===== config.mk =====
export PLATFORM = sky130hd
export DESIGN_NAME = uart_tx_arbiter
export DESIGN_NICKNAME = d
export VERILOG_FILES = /design/src/rtl/uart_tx_arbiter_pkg.sv /design/src/rtl/uart_tx_arbiter_rr_pick.sv /design/src/rtl/uart_tx_arbiter.sv
export SDC_FILE = /design/constraint.sdc
export NUM_CORES = 1
export LEC_CHECK = 0
export BUFFER_PORTS_ARGS = -buffer_cell sky130_fd_sc_hd__buf_4
export CAP_MARGIN = 10
export CORE_MARGIN = 3
export CORE_UTILIZATION = 24
export DETAILED_ROUTE_END_ITERATION = 10
export GPL_TIMING_DRIVEN = 0
export PLACE_DENSITY = 0.56
export SYNTH_ARGS = -nofsm -noshare
export SYNTH_HDL_FRONTEND = slang
export SYNTH_SLANG_ARGS = --single-unit

===== constraint.sdc =====
create_clock -name clk -period 2.7 [get_ports clk]
set_input_delay 0.81 -clock clk [delete_from_list [all_inputs] [get_ports clk]]
set_output_delay 0.81 -clock clk [all_outputs]
set_load 0.01 [all_outputs]

===== src/rtl/uart_tx_arbiter_pkg.sv =====
// Shared types for the UART TX arbiter: byte/frame types, FSM encoding and
// the frame builder. Optional macro UART_TX_ARB_PARITY_EN selects even parity;
// without it the parity slot carries a constant mark (1).
package uart_tx_arbiter_pkg;

  typedef logic [7:0] BYTE;

  // Frame as shifted LSB first: bit 0 start, bits 8:1 data, bit 9 parity, bit 10 stop.
  typedef struct packed {
    logic stop;
    logic parity;
    BYTE  tx_byte;
    logic start;
  } tx_byte_stop;

  typedef enum logic [2:0] {
    ARB_IDLE,
    ARB_GRANT,
    ARB_LAUNCH,
    ARB_WAIT,
    ARB_GAP
  } UART_ARB_FSM;

  localparam int UART_ARB_GAP_DEFAULT = 2;

  function automatic tx_byte_stop build_frame(input BYTE data);
    tx_byte_stop f;
    f.start   = 1'b0;
    f.tx_byte = data;
    f.stop    = 1'b1;
`ifdef UART_TX_ARB_PARITY_EN
    f.parity  = ^data;
`else
    f.parity  = 1'b1;
`endif
    return f;
  endfunction

endpackage


===== src/rtl/uart_tx_arbiter_rr_pick.sv =====
// Round-robin selector: first asserted request at or after the pointer,
// wrapping around. Purely combinational.
module uart_rr_pick #(
  parameter int NUM_REQ = 4,
  parameter int GID_W   = $clog2(NUM_REQ)
) (
  input  logic [NUM_REQ-1:0] req,
  input  logic [GID_W-1:0]   ptr,
  output logic [GID_W-1:0]   winner,
  output logic               any_valid
);

  // Scan requesters starting at the pointer; the first hit wins.
  always_comb begin
    logic [GID_W-1:0] cand;
    winner    = '0;
    any_valid = 1'b0;
    cand      = '0;
    for (int i = 0; i < NUM_REQ; i++) begin
      cand = GID_W'((int'(ptr) + i) % NUM_REQ);
      if (!any_valid && req[cand]) begin
        any_valid = 1'b1;
        winner    = cand;
      end
    end
  end

endmodule


===== src/rtl/uart_tx_arbiter.sv =====
// Round-robin sequencer sharing one UART frame serializer among NUM_REQ byte
// producers. Builds the 11-bit frame, launches it with a one-cycle tx_start,
// waits for tx_done and then an inter-frame gap before arbitrating again.
// Optional macro UART_TX_ARB_PARITY_EN: even parity in the frame (else mark).
module uart_tx_arbiter
  import uart_tx_arbiter_pkg::*;
#(
  parameter  int NUM_REQ    = 4,
  parameter  int GAP_CYCLES = UART_ARB_GAP_DEFAULT,
  localparam int GID_W      = $clog2(NUM_REQ)
) (
  input  logic                     clk,
  input  logic                     rst_n,
  input  logic [NUM_REQ-1:0]       req_valid,
  input  BYTE  [NUM_REQ-1:0]       req_data,
  output logic [NUM_REQ-1:0]       req_ready,
  output tx_byte_stop              tx_frame,
  output logic                     tx_start,
  input  logic                     tx_busy,
  input  logic                     tx_done,
  output logic [GID_W-1:0]         grant_id,
  output logic                     arb_busy
);

  localparam int GAP_W = (GAP_CYCLES > 1) ? $clog2(GAP_CYCLES) : 1;

  UART_ARB_FSM      state;
  logic [GID_W-1:0] ptr;
  logic [GID_W-1:0] next_ptr;
  logic [GID_W-1:0] winner;
  logic             any_valid;
  logic [GAP_W-1:0] gap_cnt;

  uart_rr_pick #(
    .NUM_REQ (NUM_REQ),
    .GID_W   (GID_W)
  ) u_pick (
    .req       (req_valid),
    .ptr       (ptr),
    .winner    (winner),
    .any_valid (any_valid)
  );

  assign next_ptr = (int'(grant_id) == NUM_REQ - 1) ? '0 : grant_id + GID_W'(1);

  // Sequencer: arbitration, byte capture, launch, completion wait and gap count.
  always_ff @(posedge clk or negedge rst_n) begin
    if (!rst_n) begin
      state    <= ARB_IDLE;
      ptr      <= '0;
      grant_id <= '0;
      tx_frame <= '1;
      gap_cnt  <= '0;
    end else begin
      unique case (state)
        ARB_IDLE: begin
          if (any_valid) begin
            grant_id <= winner;
            state    <= ARB_GRANT;
          end
        end
        ARB_GRANT: begin
          // A requester that withdrew its byte forfeits the grant; the
          // pointer is left alone so it is first in line again.
          if (req_valid[grant_id]) begin
            tx_frame <= build_frame(req_data[grant_id]);
            state    <= ARB_LAUNCH;
          end else begin
            state <= ARB_IDLE;
          end
        end
        ARB_LAUNCH: begin
          if (!tx_busy) state <= ARB_WAIT;
        end
        ARB_WAIT: begin
          if (tx_done) begin
            ptr     <= next_ptr;
            gap_cnt <= '0;
            state   <= (GAP_CYCLES > 0) ? ARB_GAP : ARB_IDLE;
          end
        end
        ARB_GAP: begin
          if (int'(gap_cnt) >= GAP_CYCLES - 1) state <= ARB_IDLE;
          else                                 gap_cnt <= gap_cnt + GAP_W'(1);
        end
        default: state <= ARB_IDLE;
      endcase
    end
  end

  // Accept pulse goes only to the granted requester, only while in GRANT.
  always_comb begin
    req_ready = '0;
    if (state == ARB_GRANT) req_ready[grant_id] = 1'b1;
  end

  assign tx_start = (state == ARB_LAUNCH) && !tx_busy;
  assign arb_busy = (state != ARB_IDLE);

endmodule


Word-level counts from Yosys, hierarchy flattened
Index checks and enable logic that the tools add are counted.
{"block": "word_totals", "ram_bits": 0, "in_bits": 40, "out_inout_bits": 19, "mem_count": 0, "mem_bits_ro": 0, "register_bits": 17, "latch_bits": 0, "wordCells": 78}
{"block": "classes", "multipliers": 0, "n_reduce_logical": 17, "order_cmp": 7, "n_mux": 33, "n_div": 0, "shifts": 0, "addsub": 5, "bitwise": 0, "n_eq_ne": 10}
{"op": "binary-select mux 8 bit (select 2 bit)", "count": 1}
{"op": "< comparator 2 x 3 -> 1 bit (second input constant)", "count": 5}
{"op": "case mux 3 bit (5 select lines)", "count": 1}
{"op": "two-way mux 1 bit", "count": 12}
{"op": "two-way mux 2 bit", "count": 6}
{"op": "two-way mux 3 bit", "count": 4}
{"op": "binary-select mux 1 bit (select 2 bit)", "count": 5}
{"op": "!= test 2 bit (second input constant)", "count": 5}
{"op": "two-way mux 8 bit", "count": 1}
{"op": "== test 3 x 2 -> 1 bit (second input constant)", "count": 2}
{"op": "AND reduction 2 bit", "count": 3}
{"op": "logical AND 1 bit", "count": 5}
{"op": "adder 2 x 1 -> 2 bit (second input constant)", "count": 2}
{"op": "adder 2 bit (second input constant)", "count": 2}
{"op": "zero test 1 bit", "count": 4}
{"op": "two-way mux 4 bit", "count": 1}
{"op": "AND reduction 4 bit", "count": 1}
{"op": "== test 3 x 1 -> 1 bit (second input constant)", "count": 1}
{"op": "== test 3 bit (second input constant)", "count": 1}
{"op": "zero test 3 bit", "count": 1}
{"op": "AND reduction 3 bit", "count": 1}
{"op": "nonzero test 3 bit", "count": 1}
{"op": "demux 1 bit (select 2 bit)", "count": 1}
{"op": "== test 2 x 1 -> 1 bit (second input constant)", "count": 1}
{"op": "other kinds (5)", "count": 5}

Longest topological paths before layout
{"block": "depth", "word_depth": 14, "depth_mapped": 4, "depth_no_buf": 4}

Cells and area by module
A second synthesis with hierarchy kept.
{"block": "hier_totals", "hier_cells": 92, "hier_area_um2": 1109.8}
{"module": "uart_tx_arbiter", "cells_each": 77, "instances": 1, "area_per_inst_um2": 1032.2, "seq_area_each_um2": 436.7}
{"module": "uart_rr_pick", "cells_each": 15, "instances": 1, "area_per_inst_um2": 77.6, "seq_area_each_um2": 0.0}

Least setup slack after synthesis
No wires, ideal clock.
{"block": "synth_timing", "kind": "register to output", "start": "register grant_id[0]", "end": "output req_ready[0]", "path_buffers": 1, "arrival_ps": 1212, "t_required_ps": 1890, "path_slack_ps": 678, "stages_incl_launch_ff": 5, "cell_sequence": "dfrtp_1 > buf_2 > inv_1 > ha_1 > and2_1"}
{"block": "synth_via", "elab_chain_cells": 5, "word_cells_on_any_way": 6, "classes_between": "2 x order compare; 3 x mux; 1 x reduce/logical"}
{"item": "from (decl)", "line_no": "uart_tx_arbiter.sv:21", "text": "output logic [GID_W-1:0] grant_id,"}
{"item": "from (signal assigned)", "line_no": "uart_tx_arbiter.sv:58", "text": "grant_id <= winner;"}
{"item": "< comparator 2 x 3 -> 1 bit (not written as such) or greater-or-equal comparator 2 x 1 -> 1 bit (tied branches)", "line_no": "uart_tx_arbiter.sv:94", "text": "if (state == ARB_GRANT) req_ready[grant_id] = 1'b1;"}
{"item": "logical AND 1 bit (not written as such)", "line_no": "uart_tx_arbiter.sv:94"}
{"item": "two-way mux 1 bit (not written as such)", "line_no": "uart_tx_arbiter.sv:94"}
{"item": "demux 1 bit (select 2 bit) (*)", "line_no": "uart_tx_arbiter.sv:94"}
{"item": "two-way mux 4 bit (*)", "line_no": "uart_tx_arbiter.sv:94"}
{"item": "to (decl)", "line_no": "uart_tx_arbiter.sv:16", "text": "output logic [NUM_REQ-1:0] req_ready,"}
Mark *: on every way between the ends. The rest lies on a longest branch, timed or not.

Final worst setup path
{"block": "layout_timing", "start": "register grant_id[0]", "end": "output req_ready[2]"}
Same word-level chain as after synthesis.

==> impl_metrics.yaml <==
pwr:
  power.total_w: 0.00156
  power.share.sequential: 0.347
  clkPwrFrac: 0.121
  vdd_ir_drop_max_uv: 289
  swShare: 0.363
  power.internal_w: 0.000992
  combPwrFrac: 0.532
  p_per_area_nw_per_um2: 972
  p_sw_w: 0.000564
  p_leak_nw: 0.733
clock_tree:
  clk_pin_slew_ps: 70
  cts_root_buf: "clkbuf_8"
  clockBufferDepth: 2
  h-tree-depth: 1
  cts_tree: "built"
  clk-insertion-delay-late_ps: 250
  cts_buffers: 3
  ctsHoldBuffers: 0
  clock-sinks: 17
synthesis:
  yosysWarnings: 0
  netlist.area_leader.share: 0.222
  synthDistinctLibCells: 28
  synthCells: 87
  synth_seq_area_share: 0.409
  yosys-top-cells-area: "dfstp_2 22%, mux4_2 19%, dfrtp_1 19%, mux2_2 9.5%, ha_1 4.7%"
  netlist_area_sq_um: 1070
  synth_seq_cells: 17
  postSynthAreaPerCell_sq_um: 12.3
  yosysTopAreaCell: "dfstp_2"
setup_path:
  crit_slowest_cell: "dfrtp_1"
  critPathLaunch: "grant_id[0]"
  cp-end-kind: "output pin"
  arrival_ps: 1720
  cp-start-kind: "flop"
  worstSetupPathType: "flop to output pin"
  required_ps: 1890
  max_stage_delay_ps: 500
  path_cells: "buf_2, inv_1, ha_1, and2_1, buf_4"
  r2r-start: "grant_id[0]"
  crit_fanout: 10
  r2r_cells: 3
sta:
  rsz0062_at_grt: "false"
  hold_violations: 0
  clock_skew_ps: 5.66
  fmax_mhz: 395
  finalSetupViolCount: 0
  finalCritPeriodShare: 0.937
  slew_viol_final: 0
  min_period_ps: 2530
  tns_ps: 0
run_status:
  status: "finished clean"
place:
  dpl.hpwl_mm: 2.32
  place_congestion: 0.748
  port_buffers: 56
route:
  drt-total-wl_mm: 2.90
  vias_per_cell: 4.77
  drt_first_pass_iters: 4
  drc: 0
  vias: 944
  drtIter0Drc: 22
  wire_per_inst_um: 14.7
  ant_nets: 0
global_routing:
  grt_pass1_vias: 998
  track_usage: 0.112
  grt_first_pass_wirelength_mm: 4.60
  antenna_found_initial: 0
  grt_max_degree: 18
  overflow: 0
floorplanning:
  die_y_um: 72.7
  core-area_sq_um: 4140
  dieWidth_um: 72.7
  fp.dieArea_sq_um: 5280
  ioPinCount: 59
  fp-row-count: 23
  floorplan.initialDensity: 0.258
worst_hold_path:
  worstHoldPathType: "input port to async pin"
flow_run:
  drv_cap: 0
finish:
  antennaDiodeCount: 0
  drive_above_1_share: 0.642
  nets: 193
  area_growth_pct: 50.1
## through the flow
stage	setup WS, ps	hold slack (ps)	cell area, sq um	std cells	utilization
5_1_grt	0.597	416	1600	198	0.386
6_report	171	416	1600	198	0.386
3_5_place_dp	359	481	1550	194	0.375
4_1_cts	78.3	411	1600	198	0.386
2_1_floorplan	678	435	1070	88	-
3_3_place_gp	396	454	1550	194	0.375
## state kept, by name (all words and copies together), names as in the netlist
name and flops:
ptr 2, tx_frame 9, gap_cnt 1, state 3, grant_id 2
## routing by layer
layer  vias up  part of all wire  global-route usage
li1        442                 -                   -
met1       453              0.40               0.137
met2        47              0.47               0.182
met3         2              0.12              0.0344
met4         0            0.0059              0.0492
met5         -                 0                   0
## cell usage in the layout, fill, tap and decap left out, types with 2 or more instances in the layout
master and count:
inv_1 5, a31oi_1 3, nand2_1 5, nor3_1 2, a21oi_1 5, mux2_2 9
nor2_1 2, mux4_2 9, o31ai_1 2, and2_1 5, nand2b_1 4, buf_4 58
dfrtp_1 8, dfstp_2 9, clkbuf_8 3, ha_1 4, conb_1 2
## cells by family after synthesis
logic type / share of synthesized area
adders and majority gates: 0.0469
buffers and inverters: 0.0398
DFF: 0.409
muxes: 0.285
and+or+nand+nor: 0.130
other: 0.00351
AOI/OAI and AO/OA: 0.0856
## final cells by class
cell class	count	area, sq um
multi-input combinational	62	592
timing repair buffer	56	420
clock inverter	1	5.00
sequential	17	437
inverter	5	18.8
buffer	4	25.0
tap	50	62.6
clock buffer	3	41.3
fill	406	2540
## worst max-delay path: cells and delay by family (launching register included)
family	cells	cell delay (ps)
adders and majority gates	1	210
and+or+nand+nor	1	140
buffers and inverters	3	620
DFF	1	500
## cell usage after synthesis, drive strengths merged
library cell,count
dfstp,9
mux2,9
mux4,9
dfrtp,8
nand2,6
a21oi,5
and2,5
inv,5
ha,4
nand2b,4
a31oi,3
buf,3
nor3,3
nor2,2
o31ai,2
or2,2
a22o,1
a32o,1
clkbuf,1
conb,1
nor4,1
o21ai,1
o41ai,1
or3,1
## power by group through the flow
stage	registers (W)	logic, W	clock network, W
global placement	0.000530	0.000821	0
finish	0.000539	0.000828	0.000189
floorplan	0.000554	0.000495	0
detailed placement	0.000543	0.000839	0
CTS	0.000538	0.000842	0.000203
global route	0.000557	0.000916	0.000211
## what timing repair did
item                       CTS  global route
setup buffers                0             0
setup endpoints to repair    0             2
gates resized for setup      0             2
## path summary, 6_finish.rpt
path / endpoint / slack (ps)
worst max-delay path: req_ready[2] / 170
worst min-delay path: state[1] / 420
worst max register to register: tx_frame[3] / 940
worst min register to register: state[2] / 480
max in group asynchronous: tx_frame[8] / 2020
min in group clk: state[2] / 480
Power figures use the tool's default switching activity.
